## src/rtl/ctrl_mc_if.sv

```systemverilog
// ctrl_mc_if: control bundle between the multicycle controller and datapath.
// master = controller (drives controls), slave = datapath/memory side.
interface ctrl_mc_if #(
  parameter int OPW   = 4,
  parameter int MMW   = 4,
  parameter int STATW = 4
);
  logic [OPW-1:0]   OPCODE;
  logic [MMW-1:0]   MM;
  logic [STATW-1:0] STAT;
  logic             MEM_ACK;
  logic             PC_WE;
  logic [1:0]       PC_SEL;
  logic             IR_WE;
  logic             RF_WE;
  logic [1:0]       ALU_OP;
  logic             WB_SEL;
  logic             RD_SEL;
  logic             MEM_REQ;
  logic             MEM_WE;
  logic             BR_TAKEN;
  logic             HALTED;
  logic             FAULT;
  logic [2:0]       STATE;

  modport master (
    input  OPCODE, MM, STAT, MEM_ACK,
    output PC_WE, PC_SEL, IR_WE, RF_WE,
    output ALU_OP, WB_SEL, RD_SEL,
    output MEM_REQ, MEM_WE, BR_TAKEN,
    output HALTED, FAULT, STATE
  );

  modport slave (
    output OPCODE, MM, STAT, MEM_ACK,
    input  PC_WE, PC_SEL, IR_WE, RF_WE,
    input  ALU_OP, WB_SEL, RD_SEL,
    input  MEM_REQ, MEM_WE, BR_TAKEN,
    input  HALTED, FAULT, STATE
  );
endinterface

```

## src/rtl/ctrl_mc.sv

```systemverilog
// ctrl_mc: multicycle fetch/decode/execute/mem/writeback controller.
// Ports: CLK, RST_F (async low), io_bus (ctrl_mc_if.master control bundle).
module ctrl_mc #(
  parameter int OPW   = 4,
  parameter int MMW   = 4,
  parameter int STATW = 4,
  parameter int TMO   = 16
) (
  input  logic      CLK,
  input  logic      RST_F,
  ctrl_mc_if.master io_bus
);
  localparam int CW = $clog2(TMO + 1);

  typedef enum logic [2:0] {
    S_START0 = 3'd0,
    S_START1 = 3'd1,
    S_FETCH  = 3'd2,
    S_DECODE = 3'd3,
    S_EXEC   = 3'd4,
    S_MEM    = 3'd5,
    S_WB     = 3'd6,
    S_TERM   = 3'd7
  } state_t;

  state_t        r_state, w_next;
  logic [CW-1:0] r_cnt, w_cnt;
  logic          r_fault, w_fault;

  logic w_lod, w_str, w_bra, w_brr;
  logic w_bne, w_alu, w_hlt, w_mem;
  logic w_imm, w_hit, w_taken;

  assign w_lod = io_bus.OPCODE == OPW'(1);
  assign w_str = io_bus.OPCODE == OPW'(2);
  assign w_bra = io_bus.OPCODE == OPW'(4);
  assign w_brr = io_bus.OPCODE == OPW'(5);
  assign w_bne = io_bus.OPCODE == OPW'(6);
  assign w_alu = io_bus.OPCODE == OPW'(8);
  assign w_hlt = io_bus.OPCODE == OPW'(15);
  assign w_mem = w_lod | w_str;
  assign w_imm = io_bus.MM == MMW'(8);
  assign w_hit = |(io_bus.STAT & STATW'(io_bus.MM));

  assign w_taken = (w_bra & ((io_bus.MM == '0) | w_hit))
                 | w_brr
                 | (w_bne & ~w_hit);

  always_ff @(posedge CLK or negedge RST_F) begin
    if (!RST_F) begin
      r_state <= S_START0;
      r_cnt   <= '0;
      r_fault <= 1'b0;
    end else begin
      r_state <= w_next;
      r_cnt   <= w_cnt;
      r_fault <= w_fault;
    end
  end

  logic       w_pc_we, w_ir_we, w_rf_we;
  logic [1:0] w_pc_sel, w_alu_op;
  logic       w_wb_sel, w_rd_sel, w_req, w_we;
  logic       w_br, w_halted, w_flt;

  always_comb begin
    w_next   = r_state;
    w_cnt    = '0;
    w_fault  = r_fault;
    w_pc_we  = 1'b0;
    w_pc_sel = 2'b00;
    w_ir_we  = 1'b0;
    w_rf_we  = 1'b0;
    w_alu_op = 2'b00;
    w_wb_sel = 1'b0;
    w_rd_sel = 1'b0;
    w_req    = 1'b0;
    w_we     = 1'b0;
    w_br     = 1'b0;
    w_halted = 1'b0;
    w_flt    = 1'b0;
    case (r_state)
      S_START0: w_next = S_START1;
      S_START1: w_next = S_FETCH;
      S_FETCH: begin
        w_ir_we = 1'b1;
        w_pc_we = 1'b1;
        w_next  = S_DECODE;
      end
      S_DECODE: begin
        if (w_hlt) begin
          w_next  = S_TERM;
          w_fault = 1'b0;
        end else begin
          w_next = S_EXEC;
        end
      end
      S_EXEC: begin
        w_next = S_MEM;
        if (w_alu) w_alu_op = {1'b0, w_imm};
        if (w_mem) w_alu_op = 2'b01;
        if (w_taken) begin
          w_br     = 1'b1;
          w_pc_we  = 1'b1;
          w_pc_sel = w_bra ? 2'b01 : 2'b10;
        end
      end
      S_MEM: begin
        if (!w_mem) begin
          w_next = S_WB;
        end else begin
          w_req = 1'b1;
          w_we  = w_str;
          // Ack on the final allowed cycle still wins over the timeout.
          if (io_bus.MEM_ACK) begin
            w_next = S_WB;
          end else if (r_cnt == CW'(TMO - 1)) begin
            w_next  = S_TERM;
            w_fault = 1'b1;
          end else begin
            w_cnt = r_cnt + 1'b1;
          end
        end
      end
      S_WB: begin
        w_next = S_FETCH;
        if (w_alu) begin
          w_rf_we  = 1'b1;
          w_rd_sel = w_imm;
        end
        if (w_lod) begin
          w_rf_we  = 1'b1;
          w_wb_sel = 1'b1;
        end
      end
      S_TERM: begin
        w_halted = ~r_fault;
        w_flt    = r_fault;
      end
      default: w_next = S_START0;
    endcase
  end

  assign io_bus.PC_WE    = w_pc_we;
  assign io_bus.PC_SEL   = w_pc_sel;
  assign io_bus.IR_WE    = w_ir_we;
  assign io_bus.RF_WE    = w_rf_we;
  assign io_bus.ALU_OP   = w_alu_op;
  assign io_bus.WB_SEL   = w_wb_sel;
  assign io_bus.RD_SEL   = w_rd_sel;
  assign io_bus.MEM_REQ  = w_req;
  assign io_bus.MEM_WE   = w_we;
  assign io_bus.BR_TAKEN = w_br;
  assign io_bus.HALTED   = w_halted;
  assign io_bus.FAULT    = w_flt;
  assign io_bus.STATE    = r_state;
endmodule

```

## src/flat_wrapper.sv

```systemverilog
// flat-port wrapper written by rule: the top's interface ports become plain ports
module ctrl_mc_flat 
#(
  parameter int OPW   = 4,
  parameter int MMW   = 4,
  parameter int STATW = 4,
  parameter int TMO   = 16
)
  (CLK, RST_F, io_bus_OPCODE, io_bus_MM, io_bus_STAT, io_bus_MEM_ACK, io_bus_PC_WE, io_bus_PC_SEL, io_bus_IR_WE, io_bus_RF_WE, io_bus_ALU_OP, io_bus_WB_SEL, io_bus_RD_SEL, io_bus_MEM_REQ, io_bus_MEM_WE, io_bus_BR_TAKEN, io_bus_HALTED, io_bus_FAULT, io_bus_STATE);
  ctrl_mc_if #(.OPW(OPW), .MMW(MMW), .STATW(STATW)) io_bus_i ();
  input  logic CLK;
  input  logic RST_F;
  input wire logic [$bits(io_bus_i.OPCODE)-1:0] io_bus_OPCODE;
  input wire logic [$bits(io_bus_i.MM)-1:0] io_bus_MM;
  input wire logic [$bits(io_bus_i.STAT)-1:0] io_bus_STAT;
  input wire logic [$bits(io_bus_i.MEM_ACK)-1:0] io_bus_MEM_ACK;
  output wire logic [$bits(io_bus_i.PC_WE)-1:0] io_bus_PC_WE;
  output wire logic [$bits(io_bus_i.PC_SEL)-1:0] io_bus_PC_SEL;
  output wire logic [$bits(io_bus_i.IR_WE)-1:0] io_bus_IR_WE;
  output wire logic [$bits(io_bus_i.RF_WE)-1:0] io_bus_RF_WE;
  output wire logic [$bits(io_bus_i.ALU_OP)-1:0] io_bus_ALU_OP;
  output wire logic [$bits(io_bus_i.WB_SEL)-1:0] io_bus_WB_SEL;
  output wire logic [$bits(io_bus_i.RD_SEL)-1:0] io_bus_RD_SEL;
  output wire logic [$bits(io_bus_i.MEM_REQ)-1:0] io_bus_MEM_REQ;
  output wire logic [$bits(io_bus_i.MEM_WE)-1:0] io_bus_MEM_WE;
  output wire logic [$bits(io_bus_i.BR_TAKEN)-1:0] io_bus_BR_TAKEN;
  output wire logic [$bits(io_bus_i.HALTED)-1:0] io_bus_HALTED;
  output wire logic [$bits(io_bus_i.FAULT)-1:0] io_bus_FAULT;
  output wire logic [$bits(io_bus_i.STATE)-1:0] io_bus_STATE;
  assign io_bus_i.OPCODE = io_bus_OPCODE;
  assign io_bus_i.MM = io_bus_MM;
  assign io_bus_i.STAT = io_bus_STAT;
  assign io_bus_i.MEM_ACK = io_bus_MEM_ACK;
  assign io_bus_PC_WE = io_bus_i.PC_WE;
  assign io_bus_PC_SEL = io_bus_i.PC_SEL;
  assign io_bus_IR_WE = io_bus_i.IR_WE;
  assign io_bus_RF_WE = io_bus_i.RF_WE;
  assign io_bus_ALU_OP = io_bus_i.ALU_OP;
  assign io_bus_WB_SEL = io_bus_i.WB_SEL;
  assign io_bus_RD_SEL = io_bus_i.RD_SEL;
  assign io_bus_MEM_REQ = io_bus_i.MEM_REQ;
  assign io_bus_MEM_WE = io_bus_i.MEM_WE;
  assign io_bus_BR_TAKEN = io_bus_i.BR_TAKEN;
  assign io_bus_HALTED = io_bus_i.HALTED;
  assign io_bus_FAULT = io_bus_i.FAULT;
  assign io_bus_STATE = io_bus_i.STATE;
  ctrl_mc #(.OPW(OPW), .MMW(MMW), .STATW(STATW), .TMO(TMO)) u_core (.CLK(CLK), .RST_F(RST_F), .io_bus(io_bus_i));
endmodule
```

## config.mk

```make
export PLATFORM = sky130hd
export DESIGN_NAME = ctrl_mc_flat
export DESIGN_NICKNAME = d
export VERILOG_FILES = /design/src/rtl/ctrl_mc_if.sv /design/src/rtl/ctrl_mc.sv /design/src/flat_wrapper.sv
export SDC_FILE = /design/constraint.sdc
export NUM_CORES = 1
export LEC_CHECK = 0
export CORE_MARGIN = 2
export CORE_UTILIZATION = 40
export CTS_CLUSTER_DIAMETER = 30
export CTS_CLUSTER_SIZE = 20
export DETAILED_ROUTE_END_ITERATION = 10
export GPL_ROUTABILITY_DRIVEN = 0
export PLACE_DENSITY = 0.8
export SLEW_MARGIN = 20
export SYNTH_ARGS = -nofsm -noshare
export SYNTH_HDL_FRONTEND = slang
export SYNTH_SLANG_ARGS = --single-unit
```

## constraint.sdc

```tcl
create_clock -name CLK -period 5.1 [get_ports CLK]
set_input_delay 0.51 -clock CLK [delete_from_list [all_inputs] [get_ports CLK]]
set_output_delay 0.51 -clock CLK [all_outputs]
set_load 0.02 [all_outputs]
```

==> impl_metrics.tcl <==
set metrics [dict create \
    outcome "finished clean" \
    ys_seq_area_frac 0.347 \
    first_pass_iters 3 \
    cap_violations 0 \
    initial_utilization 0.431 \
    layout_common_cells "clkdlybuf4s50_1, nor2_1, dfrtp_1" \
    synth.area.mux_share 0.0328 \
    cpLargestDelayFamily "buffers and inverters" \
    fin_nets 128 \
    holdWs_ns 0.468 \
    vdd_ir_drop_max_mv 0.186 \
    slew_violations 0 \
    final_util 0.635 \
    cts_buffers 3 \
    slowest_stage "clkdlybuf4s50_1" \
    cp_max_fo 9 \
    grt_max_degree 12 \
    cts_tree "yes" \
    ios 32 \
    drive_above_1_share 0.0541 \
    worst_path_most_repeated_cell "clkdlybuf4s50_1" \
    synth_top_family_by_area "simple AND/OR/NAND/NOR gates" \
    fin_cells 127 \
    dpl.cell_count 123 \
    p_int_uw 205 \
    vias 660 \
    p_per_area_mw_per_mm2 359 \
    cts_max_path_buffers 2 \
    setup_violations 0 \
    fillers 142 \
    synth_cell_type_count 31 \
    remaining_drc_errors 0 \
    rsz0062_at_grt "no" \
    wl_mm 1.49 \
    grt_pass1_vias 672 \
    ys_ff_latch 9 \
    cts_repair_resize_count 0 \
    hold_viol 0 \
    ctsHoldBuffers 0 \
    cpPeakStageDelay_ns 0.65 \
    path_clk_slew_ns 0.06 \
    required_ns 4.59 \
    worstPathArrival_ns 2.57 \
    total_power_uw 344 \
    fin_skew_ns 0.00102 \
    cts_root_buf "clkbuf_4" \
    clk_latency_ns 0.25 \
    wl_per_cell_microns 11.7 \
    avgSynthCellArea_sq_um 7.92 \
    htreeDepth 1 \
    synth-xor-area-share 0.0539 \
    reg2reg_setup_slack_ns 3.33 \
    die-area_sq_mm 0.00196 \
    comb_power_share 0.498 \
    die_x_microns 44.3 \
    clkPwrFrac 0.155 \
    synth_compound_area_frac 0.110 \
    tns_ns 0 \
    power.leakage_uw 0.000394 \
    fp.dieH_microns 44.3 \
    max_freq_mhz 324 \
    hold_path_class "reg -> reg" \
    period_needed_ns 3.08 \
    drt_iter0_markers 3 \
    cp_cell_sequence "clkdlybuf4s50_1 > nor2b_1 > a31oi_1 > or3_1 > nand3_1 > clkdlybuf4s50_1" \
    crit_path_end_kind "primary output" \
    cts_sinks 9 \
    cp_num_buf_inv 2 \
    switchingPower_uw 139 \
    synth_nets 98 \
    synthToLayoutAreaGrowth_pct 47.4 \
    post-route-period-util 0.605 \
    synthCells 82 \
    synthSimpleGateAreaFrac 0.349 \
    viasPerCell 5.20 \
    diodes 0 \
    pwr-share-seq 0.348 \
    row_count 14 \
    core_sq_mm 0.00151 \
    grt_antenna_before_repair 0 \
    worst-setup-path-type "in -> out" \
    switching_share 0.403 \
    syn-cell-area_sq_um 649 \
    dpl.hpwl_mm 1.18 \
    final_common_cell "clkdlybuf4s50_1" \
    ant_nets 0 \
    grt_usage 0.180 \
    gr-total-overflow 0 \
    yosys_warnings 0 \
    cts_setup_buffers 0 \
    startpoint_type "primary input" \
    synthAdderAreaFrac 0.0193 \
    portBuffers 30 \
    grt_pass1_wl_mm 2.68 \
]
-- state kept, by name, summed over array words and instances (netlist names) --
| register | count |
|---|---|
| u_core.r_cnt | 5 |
| u_core.io_bus.STATE | 3 |
| u_core.r_fault | 1 |
-- final cells by class --
type | instances | area (sq um) | area share
Sequential cell | 9 | 225 | 0.235
Tap cell | 16 | 20.0 | 0.0209
Clock buffer | 4 | 26.3 | 0.0275
Inverter | 4 | 15.0 | 0.0157
Multi-Input combinational cell | 64 | 370 | 0.387
Timing Repair Buffer | 30 | 300 | 0.314
-- per-stage QoR --
stage	instance area [sq um]	setup slack, ns
after floorplan	649	2.56
after global placement	931	2.08
after detailed placement	931	2.02
after CTS	957	2.02
after global routing	957	1.86
final	957	2.02
-- synthesized netlist by cell type --
cell | count | share of area
nor2_1 | 14 | 0.081
dfrtp_1 | 9 | 0.35
nand2_1 | 6 | 0.035
nand3_1 | 6 | 0.046
o21ai_0 | 6 | 0.046
inv_1 | 4 | 0.023
nor3_1 | 4 | 0.031
buf_4 | 3 | 0.035
nor4_1 | 3 | 0.029
xnor2_1 | 3 | 0.040
a22oi_1 | 2 | 0.023
a31oi_1 | 2 | 0.019
nor2b_1 | 2 | 0.019
a21oi_1 | 1 | 0.0077
and2_1 | 1 | 0.0096
buf_2 | 1 | 0.0077
buf_6 | 1 | 0.017
conb_1 | 1 | 0.0058
ha_1 | 1 | 0.019
mux2_2 | 1 | 0.017
mux2i_1 | 1 | 0.015
nand2b_1 | 1 | 0.0096
nand3b_1 | 1 | 0.012
nand4_1 | 1 | 0.0096
nor4b_1 | 1 | 0.013
o31a_1 | 1 | 0.013
or2_1 | 1 | 0.0096
or3_1 | 1 | 0.0096
or3b_2 | 1 | 0.013
or4b_4 | 1 | 0.021
xor2_1 | 1 | 0.013
-- per-layer routing --
layer | part of all wire | global-route usage
met1 | 0.42 | 0.211
met4 | 0 | 0.0727
met5 | 0 | 0
met3 | 0.071 | 0.0327
met2 | 0.51 | 0.321
-- kinds of logic (layout without fill, tap and decap cells) --
family                     count (synthesis)  after routing
adders and majority gates                  1              1
muxes                                      2              2
buffers and inverters                      9             38
and+or+nand+nor                           44             44
xor gates and xnor gates                   4              4
AOI/OAI and AO/OA                         12             12
other                                      1              1
DFF                                        9              9
-- power by group through the flow --
stage / clock (uW) / combinational, uW / sequential, uW
final: 53.2 / 171 / 119
after global routing: 60.7 / 187 / 125
after CTS: 54.4 / 172 / 120
after detailed placement: 0 / 172 / 121
after global placement: 0 / 170 / 120
after floorplan: 0 / 107 / 116
-- worst paths after layout --
path                                               startpoint                          to  cells after the start
max                                          io_bus_OPCODE[1]                io_bus_PC_WE                      6
min                                 u_core.r_cnt[0]$_DFF_PN0_   u_core.r_cnt[0]$_DFF_PN0_                      1
max reg2reg                u_core.io_bus.STATE[1]$_DFFE_PN0P_  u_core.r_fault$_DFFE_PN0P_                      4
min reg2reg                         u_core.r_cnt[0]$_DFF_PN0_   u_core.r_cnt[0]$_DFF_PN0_                      1
max in group asynchronous                               RST_F   u_core.r_cnt[4]$_DFF_PN0_                      1
min in group asynchronous                               RST_F   u_core.r_cnt[3]$_DFF_PN0_                      1
No activity file was read; power rests on OpenSTA's default activity.
